==> config.mk <==
export PLATFORM = sky130hd
export DESIGN_NAME = deserializer_flat
export DESIGN_NICKNAME = d
export VERILOG_FILES = /design/src/rtl/deserializer_if.sv /design/src/rtl/deserializer.sv /design/src/flat_wrapper.sv
export SDC_FILE = /design/constraint.sdc
export NUM_CORES = 1
export LEC_CHECK = 0
export BUFFER_PORTS_ARGS = -buffer_cell sky130_fd_sc_hd__buf_2
export CAP_MARGIN = 25
export CORE_MARGIN = 2
export CORE_UTILIZATION = 35
export CTS_CLUSTER_SIZE = 20
export DETAILED_ROUTE_END_ITERATION = 16
export GPL_TIMING_DRIVEN = 1
export PLACE_DENSITY = 0.62
export RECOVER_POWER = 100
export SYNTH_ARGS = -nofsm -noshare
export SYNTH_HDL_FRONTEND = slang
export SYNTH_SLANG_ARGS = --single-unit
==> constraint.sdc <==
create_clock -name in_clock -period 1.45 [get_ports in_clock]
set_clock_uncertainty 0.1 [all_clocks]
set_input_delay 0.0725 -clock in_clock [delete_from_list [all_inputs] [get_ports in_clock]]
set_output_delay 0.0725 -clock in_clock [all_outputs]
set_load 0.02 [all_outputs]
==> src/rtl/deserializer_if.sv <==
// Serial-receive link bundle: qualified bit stream in, completed word plus status out.
// Latency: none (wires only).
// Backpressure: none on the bit stream; the consumer acknowledges words with in_read.
interface deserializer_if #(
  parameter int WIDTH = 8
);
  logic             in_bit;
  logic             in_enable;
  logic             in_sync;
  logic             in_read;
  logic [WIDTH-1:0] out_data;
  logic             out_valid;
  logic             out_overrun;
  logic             out_busy;

  // Producer/consumer side: drives the serial bits and the read acknowledge
  modport master (
    output in_bit, in_enable, in_sync, in_read,
    input  out_data, out_valid, out_overrun, out_busy
  );

  // Deserializer side
  modport slave (
    input  in_bit, in_enable, in_sync, in_read,
    output out_data, out_valid, out_overrun, out_busy
  );
endinterface

==> src/rtl/deserializer.sv <==
// Collects one qualified serial bit per cycle into a WIDTH-bit word, presented on valid/read.
// Latency: word visible one cycle after the edge sampling its last bit.
// Backpressure: none on the bit stream; an unread word is overwritten and sticky overrun is set.
module deserializer #(
  parameter int WIDTH     = 8,
  parameter bit MSB_FIRST = 1'b1
) (
  input  logic          in_clock,
  input  logic          in_reset,
  deserializer_if.slave bus
);
  localparam int            CW   = $clog2(WIDTH);
  localparam logic [CW-1:0] LAST = CW'(WIDTH - 1);

  logic [WIDTH-1:0] r_sr,   w_sr_nxt;
  logic [CW-1:0]    r_cnt,  w_cnt_nxt;
  logic [WIDTH-1:0] r_data, w_data_nxt;
  logic             r_valid, w_valid_nxt;
  logic             r_overrun, w_overrun_nxt;
  logic [WIDTH-1:0] w_shift;
  logic [WIDTH-1:0] w_first;
  logic             w_done;

  // Candidate shift-register contents: normal shift, and a fresh word holding only the current bit
  always_comb begin
    if (MSB_FIRST) begin
      w_shift = {r_sr[WIDTH-2:0], bus.in_bit};
      w_first = WIDTH'(bus.in_bit);
    end else begin
      w_shift = {bus.in_bit, r_sr[WIDTH-1:1]};
      w_first = {bus.in_bit, {(WIDTH-1){1'b0}}};
    end
  end

  // Next-state: sync restart beats completion; completion beats read; read only clears a held word
  always_comb begin
    w_sr_nxt      = r_sr;
    w_cnt_nxt     = r_cnt;
    w_data_nxt    = r_data;
    w_valid_nxt   = r_valid;
    w_overrun_nxt = r_overrun;
    w_done        = 1'b0;
    if (bus.in_sync) begin
      w_cnt_nxt = bus.in_enable ? CW'(1) : '0;
      w_sr_nxt  = bus.in_enable ? w_first : '0;
    end else if (bus.in_enable) begin
      w_sr_nxt = w_shift;
      if (r_cnt == LAST) begin
        w_cnt_nxt = '0;
        w_done    = 1'b1;
      end else begin
        w_cnt_nxt = r_cnt + CW'(1);
      end
    end
    if (w_done) begin
      w_data_nxt  = w_shift;
      w_valid_nxt = 1'b1;
      if (r_valid && !bus.in_read) begin
        w_overrun_nxt = 1'b1;
      end
    end else if (bus.in_read && r_valid) begin
      w_valid_nxt = 1'b0;
    end
  end

  // State registers with synchronous reset overriding every other input
  always_ff @(posedge in_clock) begin
    if (in_reset) begin
      r_sr      <= '0;
      r_cnt     <= '0;
      r_data    <= '0;
      r_valid   <= 1'b0;
      r_overrun <= 1'b0;
    end else begin
      r_sr      <= w_sr_nxt;
      r_cnt     <= w_cnt_nxt;
      r_data    <= w_data_nxt;
      r_valid   <= w_valid_nxt;
      r_overrun <= w_overrun_nxt;
    end
  end

  assign bus.out_data    = r_data;
  assign bus.out_valid   = r_valid;
  assign bus.out_overrun = r_overrun;
  assign bus.out_busy    = (r_cnt != '0);
endmodule

==> src/flat_wrapper.sv <==
// flat-port wrapper written by rule: the top's interface ports become plain ports
module deserializer_flat 
#(
  parameter int WIDTH     = 8,
  parameter bit MSB_FIRST = 1'b1
)
  (in_clock, in_reset, bus_in_bit, bus_in_enable, bus_in_sync, bus_in_read, bus_out_data, bus_out_valid, bus_out_overrun, bus_out_busy);
  deserializer_if #(.WIDTH(WIDTH)) bus_i ();
  input  logic in_clock;
  input  logic in_reset;
  input wire logic [$bits(bus_i.in_bit)-1:0] bus_in_bit;
  input wire logic [$bits(bus_i.in_enable)-1:0] bus_in_enable;
  input wire logic [$bits(bus_i.in_sync)-1:0] bus_in_sync;
  input wire logic [$bits(bus_i.in_read)-1:0] bus_in_read;
  output wire logic [$bits(bus_i.out_data)-1:0] bus_out_data;
  output wire logic [$bits(bus_i.out_valid)-1:0] bus_out_valid;
  output wire logic [$bits(bus_i.out_overrun)-1:0] bus_out_overrun;
  output wire logic [$bits(bus_i.out_busy)-1:0] bus_out_busy;
  assign bus_i.in_bit = bus_in_bit;
  assign bus_i.in_enable = bus_in_enable;
  assign bus_i.in_sync = bus_in_sync;
  assign bus_i.in_read = bus_in_read;
  assign bus_out_data = bus_i.out_data;
  assign bus_out_valid = bus_i.out_valid;
  assign bus_out_overrun = bus_i.out_overrun;
  assign bus_out_busy = bus_i.out_busy;
  deserializer #(.WIDTH(WIDTH), .MSB_FIRST(MSB_FIRST)) u_core (.in_clock(in_clock), .in_reset(in_reset), .bus(bus_i));
endmodule
==> results of run 1 <==
## placed cells by master, fill, tap and decap left out, types with 2 or more instances in the layout
cell type	count
sky130_fd_sc_hd__clkbuf_1	10
sky130_fd_sc_hd__dfxtp_2	2
sky130_fd_sc_hd__dlygate4sd3_1	3
sky130_fd_sc_hd__buf_2	5
sky130_fd_sc_hd__clkbuf_4	3
sky130_fd_sc_hd__buf_4	3
sky130_fd_sc_hd__nand3b_1	2
sky130_fd_sc_hd__nand2b_1	21
sky130_fd_sc_hd__inv_1	2
sky130_fd_sc_hd__a21oi_1	3
sky130_fd_sc_hd__dfxtp_1	18
sky130_fd_sc_hd__mux2i_1	15
sky130_fd_sc_hd__ha_4	2
sky130_fd_sc_hd__nor2_1	7
## metrics by stage
stage	hold WS [ns]	TNS, ns	instance area (sq um)
global route	0.0269	0	1090
finish	0.0441	0	1090
global placement	0.235	-0.337	996
floorplan	0.108	0	895
CTS	0.0357	0	1080
detailed placement	0.241	-0.684	996
## cell families (layout without fill, tap and decap cells)
kind of cell / Yosys count / count (layout) / share of synthesized area
mux: 15 / 15 / 0.168
fa+ha+maj: 3 / 3 / 0.0420
buf+inv: 7 / 27 / 0.0517
simple gates: 34 / 34 / 0.224
flops: 20 / 20 / 0.448
compound gates: 6 / 6 / 0.0671
## synthesized netlist by cell type
library cell               number
sky130_fd_sc_hd__nand2b_1      21
sky130_fd_sc_hd__dfxtp_1       20
sky130_fd_sc_hd__mux2i_1       15
sky130_fd_sc_hd__nor2_1         7
sky130_fd_sc_hd__a21oi_1        3
sky130_fd_sc_hd__ha_1           3
sky130_fd_sc_hd__buf_6          2
sky130_fd_sc_hd__inv_1          2
sky130_fd_sc_hd__nand3b_1       2
sky130_fd_sc_hd__and3b_1        1
sky130_fd_sc_hd__buf_2          1
sky130_fd_sc_hd__buf_4          1
sky130_fd_sc_hd__clkbuf_1       1
sky130_fd_sc_hd__nand2_1        1
sky130_fd_sc_hd__o21ba_2        1
sky130_fd_sc_hd__o31ai_1        1
sky130_fd_sc_hd__o32ai_4        1
sky130_fd_sc_hd__or2_1          1
sky130_fd_sc_hd__or3b_1         1
## flip-flops by register name, indices dropped and copies added (netlist names)
| register | cells |
|---|---|
| u_core.r_cnt | 3 |
| u_core.bus.out_data | 8 |
| u_core.bus.out_valid | 1 |
| u_core.bus.out_overrun | 1 |
| u_core.r_sr | 7 |
## worst max-delay path, delay by kind of cell
family	cells	cell delay (ns)
and+or+nand+nor	1	0.42
buffers and inverters	2	0.67
AOI/OAI and AO/OA	1	0.28
## power groups by stage
stage               Clock, mW  Sequential, mW  Combinational [mW]
finish                  0.449           0.559              0.0754
global route            0.491           0.560              0.0827
CTS                     0.464           0.557              0.0755
detailed placement          0           0.570              0.0694
global placement            0           0.569              0.0683
floorplan                   0           0.569              0.0529
## area by class of cell
type,count,area (sq um)
Multi-Input combinational cell,58,477
Clock inverter,1,30.0
Inverter,2,7.51
Timing Repair Buffer,21,115
Tap cell,30,37.5
Sequential cell,20,403
Fill cell,255,1360
Clock buffer,3,22.5
## final timing paths
path / start / slack [ns] / depth (start not counted) / end
hold reg to reg: u_core.bus.out_data[2] / 0.38 / 2 / u_core.bus.out_data[2]
setup / recovery: bus_in_sync / 0.11 / 4 / u_core.r_cnt[0]
hold / removal: in_reset / 0.04 / 2 / u_core.bus.out_valid
setup reg to reg: u_core.r_cnt[1] / 0.13 / 4 / u_core.bus.out_data[0]
## what timing repair did
action,4_1_cts,5_1_grt
hold endpoints to repair,4,0
resized for setup,1,9
endpoints found under the setup margin,8,10
hold buffers,3,0
pin swaps,0,2
## layer usage
metal | up-vias | wire, um
met3 | 2 | 38
met1 | 291 | 707
met2 | 5 | 739
li1 | 320 | -
met5 | - | 0
met4 | 0 | 29
==> out/results.txt, run 1 <==
The share of total power consumed by net switching was 0.195. For this run, design rule violations remaining after detail routing come to 0. For the initial cell density of the core, the log shows 0.364. The floorplan step defined a core boundary enclosing 2450 sq um. Counting every sink on the clock net gives 20. The fraction of met2 tracks used by global routing was 0.193. For the number of buffers on the longest clock path, the log shows 2.

Global routing finished with a remaining overflow of 0. The first detailed-routing pass took 3 iterations. TritonCTS built the clock tree. The estimated wirelength of the detail-placed design was 1060 um; the clock share of power was 0.414.

The portion of synthesized cell area occupied by the leading cell type was 0.448. After layout, the worst setup slack is 0.114 ns. Sorting the synthesized cells by area gives the leading types as sky130_fd_sc_hd__dfxtp_1, sky130_fd_sc_hd__mux2i_1, sky130_fd_sc_hd__nand2b_1. The run gives 0.445 as the final standard cell utilization of the core.

The static leakage power was 0.388 nW; the weighted congestion reported at the end of routability-driven placement was 0.725. The run gives 0.0328 as the fraction of met3 tracks used by global routing. In this run, distinct cell masters in the synthesized netlist total 19. The area growth from synthesis to layout is 22.1%.

Power per cell area: 992 nW/um^2. Setup repair after global routing left no endpoint under its margin. The layer with the highest usage after global routing was met2. The logs give 6 for the iteration-0 DRC count of the detailed router and 1510 um for the total length of routed wires. The average cell area after synthesis is 10.5 sq um. Static timing analysis puts the maximum clock frequency at 749 MHz.

Clock tree synthesis inserted a total of 3 buffers. Clock latency on the worst-skew pair, taken at its later pin, is 0.29 ns. 17 I/O pins were placed. Measured along the y axis, the die boundary spans 54.6 um.

The aggregate global-route resource usage was 0.123; the worst-case headroom to the max-slew limit was 0.607. The number of warnings reported in the yosys synthesis log was 0. The run gives 0.448 as the part of the Yosys area used for sequential elements. The routed layout has 618 vias. The setup path with the least slack is of type input port to register. The largest stage delay on the critical path came out at 0.53 ns. CTS root buffer: sky130_fd_sc_hd__clkbuf_4. The count of endpoints failing setup in the final report was 0. Portion of total power attributed to sequential cells: 0.516.

Combinational share of power: 0.070. The worst setup path is launched from an input port. The arrival time of the worst setup path is 1.45 ns, and the critical path required time is 1.56 ns. IR analysis of the VDD net gives a maximum drop of 0.473 mV. The number of antenna diodes in the final layout is 0. Entering global routing, the biggest net connects 23 pins. The floorplan has 18 rows.

The non-filler instance count after layout is 135, and the share of final-layout standard cells stronger than drive strength 1 is 0.181. Post-CTS timing repair inserted 0 buffers for setup. Dividing the detail-routed via count by the number of cells gives 4.58. Walking the worst path, the cells encountered are dlygate4sd3_1 > buf_2 > or2_0 > o32ai_4. The run gives 129 as the number of cells in the design after placement.

The flow ran to the end, and the final reports show no timing, DRC or antenna violations. The tools report the netlist area before placement as 895 sq um. Once detail routing completed, the nets flagged for antenna violations numbered 0.

The tools report the final-report max-slew violation count as 0. Before CTS, the worst setup slack after placement is -0.102 ns. The measured slew at the worst slew-check pin is 0.590 ns.

The critical path capture point type is a register. The completed layout was analyzed and its total power is 1.08 mW. Dividing the detail-routed wire length by the instance count gives 11.2 um. The shortest period the worst path allows was 1.34 ns. In this run the horizontal extent of the chip is 54.6 um. The internal portion of the total power is 0.872 mW. The analysis attributes to net switching a power of 0.211 mW. The via count of the first global-routing pass is 578, and the full die area is 2980 sq um.

The largest individual stage delay along the critical path comes from the cell sky130_fd_sc_hd__dlygate4sd3_1. The number of input and output port buffers inserted works out to 16. The number of nets in the synthesized netlist is 94. Class of the most critical hold timing path: input port to register. The part of the cycle the worst path needs was 0.921; the hold violation count in the final report was 0. The synthesized design spends more area on one cell type than any other, namely sky130_fd_sc_hd__dfxtp_1. The count of nets after finishing was 115; the instance count of the mapped netlist was 85.

The met1 track demand over resource is 0.149. The clock edge transition at the registers on the reported setup and hold paths was 0.12 ns. Biggest fanout along the worst timing path: 9. The first-pass GRT wire length is 2510 um.

The reported max-cap violation count came out at 0. The register bit total from synthesis is 20. The tools report the count of H-tree levels built during CTS as 1. For the initial antenna violation count, the log shows 0.
Power figures use the tool's default switching activity.
==> run 2, diff against run 1 <==
--- a/config.mk
+++ b/config.mk
@@ -8,11 +8,12 @@
 export BUFFER_PORTS_ARGS = -buffer_cell sky130_fd_sc_hd__buf_2
 export CAP_MARGIN = 25
 export CORE_MARGIN = 2
-export CORE_UTILIZATION = 35
+export CORE_UTILIZATION = 47
+export CTS_BUF_LIST = sky130_fd_sc_hd__clkbuf_8 sky130_fd_sc_hd__clkbuf_16
 export CTS_CLUSTER_SIZE = 20
 export DETAILED_ROUTE_END_ITERATION = 16
 export GPL_TIMING_DRIVEN = 1
-export PLACE_DENSITY = 0.62
+export PLACE_DENSITY = 0.77
 export RECOVER_POWER = 100
 export SYNTH_ARGS = -nofsm -noshare
 export SYNTH_HDL_FRONTEND = slang
==> run 2 against run 1 <==
Sequential power about the same. Sequential share of layout area grew 1.2 points. Critical path depth up 1. Non-clock buffer count up 1. Design area down 3.7%. Hold slack lost 0.040 ns. Final cell count shrank 3.0%. Core utilization is 15 points higher. Clock-buffer cell count grew 1. Clock power is 8.2% lower. Highest routed layer unchanged.
==> out/results.txt, run 2 (same netlist as run 1, synthesis figures left out) <==
Dividing total power by cell area gives a power density of 987 nW/um^2. The floorplan has 15 rows. Summed over all layers, the routed wires come to 1410 um.

Derived from the worst setup path, the maximum achievable clock frequency is 709 MHz. The class of the most critical hold timing path was input port to register. Startpoint kind of the worst setup timing path: a register. Leaving out fill and tap cells, the most frequent cell in the layout is sky130_fd_sc_hd__nand2b_1. The via count of the first global-routing pass is 525, and the share of final-layout standard cells stronger than drive strength 1 is 0.151.

The run finished with clean final reports. The clock reaches the later pin of the worst-skew pair after 0.26 ns. The hold violation count in the final report is 0, and the count of H-tree levels built during CTS is 1.

Weighted congestion reported at the end of routability-driven placement: 0.685. In this run the standard cell core region covers 1760 sq um. Initial antenna violation count: 0.

Detailed placement finished with a half-perimeter wire length of 965 um. The tools report the combinational share of power as 0.066. Across the VDD grid, the largest voltage drop is 0.648 mV. The share of total power consumed by net switching is 0.202, and the count of endpoints failing setup in the final report is 0. Measured along the y axis, the die boundary spans 47.6 um. Data on the critical path is required at its endpoint by 1.50 ns.

The clock share of power is 0.397, and the aggregate global-route resource usage is 0.144. Before antenna repair, the detailed router went through 2 iterations. The tools report the residual DRC count as 0. The average via count per standard cell is 4.83, and the remaining antenna violation count after routing is 0.

For this block, the initial DRC count from the detailed router was 2. The biggest fanout along the worst timing path works out to 6. Summed over all nets, the switching power comes to 0.209 mW. Cell internal power was estimated by the tool at 0.829 mW. For the number of buffers on the longest clock path, the log shows 2. The part of the cycle the worst path needs is 0.972. The number of antenna diodes in the final layout is 0. The initial cell density of the core is 0.507. The worst-case headroom to the max-slew limit is 0.619, and the total power after layout is 1.04 mW. The worst path needs 1.41 ns of the cycle, external delays included. The floorplan step set the die width to 47.6 um.

Setup slack after layout: 0.0404 ns. The tools report the clock buffer count from CTS as 3. Summed over all cells, the static leakage comes to 0.406 nW. The measured slew at the worst slew-check pin works out to 0.572 ns. The cell sitting at the root of the clock tree is a sky130_fd_sc_hd__clkbuf_8. Buffers placed on the I/O ports in this run total 16. At the end of the flow, the number of nets in the layout was 116. The run gives -0.108 ns as the placement-stage worst setup slack.

The I/O pin count is 17. The first-pass GRT wire length is 2190 um. The number of flip-flops under the largest register name is 8. The run gives 20 as the TritonCTS sink count.

Global routing finished with a remaining overflow of 0. Data arrives at the worst endpoint at 1.45 ns. In the final routed layout, each cell accounts on average for 10.8 um. Across all layers, the routed design uses 633 vias. The clock edge transition at the registers on the reported setup and hold paths was 0.07 ns.

By startpoint and endpoint, the worst setup path is classified as register to register. The reported max-cap violation count was 0; the full die area was 2270 sq um. Setup repair after global routing left no endpoint under its margin.

The portion of total power attributed to sequential cells came out at 0.537. Entering global routing, the biggest net connects 23 pins. In the layout the commonest cells are sky130_fd_sc_hd__nand2b_1, sky130_fd_sc_hd__dfxtp_1, sky130_fd_sc_hd__mux2i_1. Compared with the post-synthesis result, the final layout area differs by 17.6%.

Final-report max-slew violation count: 0. TritonCTS built the clock tree. STA classifies the critical path endpoint as a register.
## run 2: cell types whose count changed in the layout (fill, tap and decap cells not counted), sizes merged
cell	change
buf	-1
bufinv	-1
clkbuf	+5
dlygate4sd3	-2
## run 2: per-layer routing
| metal | routed length (um) | track usage | share of wire |
|---|---|---|---|
| met1 | 661 | 0.162 | 0.47 |
| met2 | 642 | 0.232 | 0.46 |
| met3 | 69 | 0.0566 | 0.049 |
| met4 | 37 | 0.0811 | 0.026 |
| met5 | 0 | 0 | 0 |
## run 2: layout make-up
cell class	count	area, sq um
Clock buffer	4	55.1
Fill cell	177	712
Inverter	2	7.51
Multi-Input combinational cell	58	449
Sequential cell	20	400
Tap cell	25	31.3
Timing Repair Buffer	22	109
## run 2: worst paths after layout
kind | from | end | slack (ns) | cells after the start
hold reg to reg | u_core.bus.out_data[6] | u_core.bus.out_data[6] | 0.37 | 2
hold / removal | bus_in_read | u_core.bus.out_overrun | 0.004 | 3
setup reg to reg | u_core.r_cnt[0] | u_core.bus.out_data[5] | 0.04 | 5
setup / recovery | u_core.r_cnt[0] | u_core.bus.out_data[5] | 0.04 | 5
## run 2: metrics by stage
stage / util / cell area, sq um / instances / TNS [ns] / hold WS (ns)
CTS: 0.599 / 1060 / 129 / 0 / 0.00185
detailed placement: 0.561 / 990 / 124 / -0.709 / 0.235
floorplan: - / 895 / 85 / 0 / 0.108
global route: 0.596 / 1050 / 131 / 0 / 0.0306
finish: 0.596 / 1050 / 131 / 0 / 0.00374
global placement: 0.561 / 990 / 124 / -0.483 / 0.234
## run 2: critical path, cell delays in order (launching register included)
cell and delay [ns]:
sky130_fd_sc_hd__dfxtp_1 0.33, sky130_fd_sc_hd__ha_1 0.20, sky130_fd_sc_hd__ha_1 0.18, sky130_fd_sc_hd__and3b_2 0.20, sky130_fd_sc_hd__buf_4 0.17, sky130_fd_sc_hd__mux2i_1 0.12
## run 2: timing repair
action / in CTS / in global routing
endpoints found under the hold margin: 2 / 0
hold buffers: 1 / 0
setup buffers: 0 / 2
pin swaps: 0 / 1
gates resized for setup: 1 / 0
endpoints found under the setup margin: 8 / 5
## run 2: power by group through the flow
| stage | Sequential (mW) | Combinational (mW) | Clock, mW |
|---|---|---|---|
| floorplan | 0.569 | 0.0529 | 0 |
| global placement | 0.569 | 0.0666 | 0 |
| detailed placement | 0.570 | 0.0676 | 0 |
| CTS | 0.557 | 0.0698 | 0.431 |
| global route | 0.557 | 0.0766 | 0.456 |
| finish | 0.557 | 0.0688 | 0.412 |
==> run 3, diff against run 2 <==
--- a/config.mk
+++ b/config.mk
@@ -15,6 +15,7 @@
 export GPL_TIMING_DRIVEN = 1
 export PLACE_DENSITY = 0.77
 export RECOVER_POWER = 100
+export SETUP_SLACK_MARGIN = 0.5
 export SYNTH_ARGS = -nofsm -noshare
 export SYNTH_HDL_FRONTEND = slang
 export SYNTH_SLANG_ARGS = --single-unit
==> run 3 against run 2 <==
Combinational power increased by 8.9%. Design area rose by 3.1%. Clock power hardly changed. Global-route usage increased by 0.52 points. Maximum frequency grew 4.4%. Non-clock buffer count is 1 lower. Sequential power is essentially flat. Clock-buffer cell count did not move. Sequential cell count did not move. Wire length rose by 5.6%. Hold slack better by 0.029 ns. Register-to-register slack improved by 0.06 ns. Critical path type unchanged.
==> out/results.txt, run 3 (same netlist as run 1, synthesis figures left out) <==
The flow ran to the end, and the final reports show no timing, DRC or antenna violations. The first global-routing pass estimated 2290 um of wire. The slowest stage of the critical path is the sky130_fd_sc_hd__dfxtp_2 cell.

The clock period could shrink to 1.35 ns. The critical path contains buffers and inverters numbering 0 combined. At the later pin of the worst-skew pair, clock insertion delay measures 0.25 ns. For the multi-input logic area, the log shows 478 sq um. Entering global routing, the biggest net connects 23 pins. The count of H-tree levels built during CTS is 1. The number of flip-flops under the largest register name came out at 8.

For the standard cell core area, the log shows 1760 sq um. The signal on the critical path passes through ha_4 > ha_4 > and3b_2 > mux2i_1. Derived from the worst setup path, the maximum achievable clock frequency is 741 MHz. For the number of filler cells placed in the layout, the log shows 182. In this run, the number of DRC markers left after iteration 0 of detailed routing was 2. After detailed routing, the total wire length is 1490 um.

The largest stage delay on the critical path was 0.36 ns; the full die area was 2270 sq um. The biggest fanout along the worst timing path works out to 8. The critical path's top delay family was flip-flops. The clock edge transition at the registers on the reported setup and hold paths is 0.07 ns. The logs give 0 for the hold violation count in the final report and 0 for the remaining antenna violation count after routing. Setup violations remaining at the end of the flow were counted as 0. Power per cell area: 964 nW/um^2. In this design, the critical path's most frequently occurring cell is sky130_fd_sc_hd__ha_4. The worst-case headroom to the max-slew limit is 0.569. Type of the setup path with the least slack: register to register. STA classifies the critical path endpoint as a register.

Across the VDD grid, the largest voltage drop is 0.747 mV. The initial cell density of the core was 0.507; the vias after detailed routing was 613. Share of final-layout standard cells stronger than drive strength 1: 0.200. The via count of the first global-routing pass was 546; the width of the die was 47.6 um. In the final layout, flip-flops and latches occupy 407 sq um.

Critical path required time: 1.53 ns. The leading cell type in the layout, fill and taps excluded is sky130_fd_sc_hd__nand2b_1. CTS root buffer: sky130_fd_sc_hd__clkbuf_8.

The worst hold path belongs to the class input port to register. Final standard cell utilization of the core: 0.615. In the layout the commonest cells are sky130_fd_sc_hd__nand2b_1, sky130_fd_sc_hd__dfxtp_1, sky130_fd_sc_hd__mux2i_1.

The reported max-cap violation count was 0. Detailed placement finished with a half-perimeter wire length of 958 um. Clock buffer count from CTS: 3.

For this run, the detailed router's first-pass iteration total came to 2. The arrival time of the worst setup path is 1.43 ns, and the residual DRC count is 0. The part of the cycle the worst path needs was 0.931; the measured slew at the worst slew-check pin was 0.647 ns.

17 I/O pins were placed. Input and output buffers added on the ports amount to 16. The static leakage power came out at 0.398 nW. The repair_antennas step left the layout with diodes totalling 0. The total negative slack for setup checks came out at 0 ns. The clock drives 20 sinks.

Using the TritonRoute via totals, the vias-per-cell ratio works out to 4.72. Setup repair after global routing could not meet its margin everywhere. Startpoint kind of the worst setup timing path: a register. The count of nets after finishing was 115; the total power after layout was 1.05 mW. Area growth from synthesis to layout: 21.3%. The routed length per instance works out to 11.5 um.

The initial antenna violation count was 0. After global routing the overflow that remains totals 0. TritonCTS built the clock tree. The logs give 130 for the non-filler instance count after layout and 0.149 for the aggregate global-route resource usage. The tools report the number of cells in the design after placement as 122. The initialized floorplan defines 15 standard-cell rows. The final-report max-slew violation count is 0. The congestion estimate from routability-driven global placement came to 0.635.

The clock passes through at most 2 buffers. Y dimension of the die: 47.6 um.
==> run 3: cell count changes in the layout (fill, tap and decap cells not counted), sizes merged <==
cell,change
buf,+1
clkbuf,-2
==> run 3: final timing paths <==
check                    startpoint                      to  slack [ns]  cells after the start
min                     bus_in_read    u_core.bus.out_valid        0.03                      3
min reg2reg  u_core.bus.out_overrun  u_core.bus.out_overrun        0.36                      2
max                 u_core.r_cnt[1]  u_core.bus.out_data[7]        0.10                      4
max reg2reg         u_core.r_cnt[1]  u_core.bus.out_data[7]        0.10                      4
==> run 3: worst reg2reg max path: cells and delay by family, from the launching register on <==
kind                       cells  cell delay [ns]
muxes                          1             0.23
adders and majority gates      2             0.26
DFF                            1             0.36
and+or+nand+nor                1             0.33
==> run 3: per-stage QoR <==
stage	cell area (sq um)	hold slack (ns)	setup slack [ns]
3_5_place_dp	1000	0.253	-0.0723
5_1_grt	1080	0.0435	0.0469
3_3_place_gp	1000	0.229	-0.0289
2_1_floorplan	922	0.108	0.207
4_1_cts	1100	0.00531	0.0760
6_report	1080	0.0325	0.100
==> run 3: per-layer routing <==
layer	GRT usage	share of wire	routed length [um]
met4	0.0649	0.0067	10
met1	0.206	0.48	720
met3	0.0340	0.031	46
met2	0.224	0.48	710
met5	0	0	0
==> run 3: repair_timing <==
action	4_1_cts	5_1_grt
setup buffers	3	0
gates resized for setup	5	12
pin swaps	2	3
hold buffers	1	0
setup endpoints to repair	15	23
endpoints found under the hold margin	2	0
==> run 3: layout make-up <==
| type | instances | share of cell area |
|---|---|---|
| Sequential cell | 20 | 0.375 |
| Multi-Input combinational cell | 58 | 0.441 |
| Clock buffer | 4 | 0.0507 |
| Tap cell | 25 | 0.0288 |
| Timing Repair Buffer | 21 | 0.0980 |
| Inverter | 2 | 0.00692 |
==> run 3: power breakdown <==
| part | switching [mW] | internal, mW |
|---|---|---|
| registers | 0.00429 | 0.554 |
| clock network | 0.172 | 0.241 |
| logic | 0.0388 | 0.0362 |
| total | 0.215 | 0.831 |
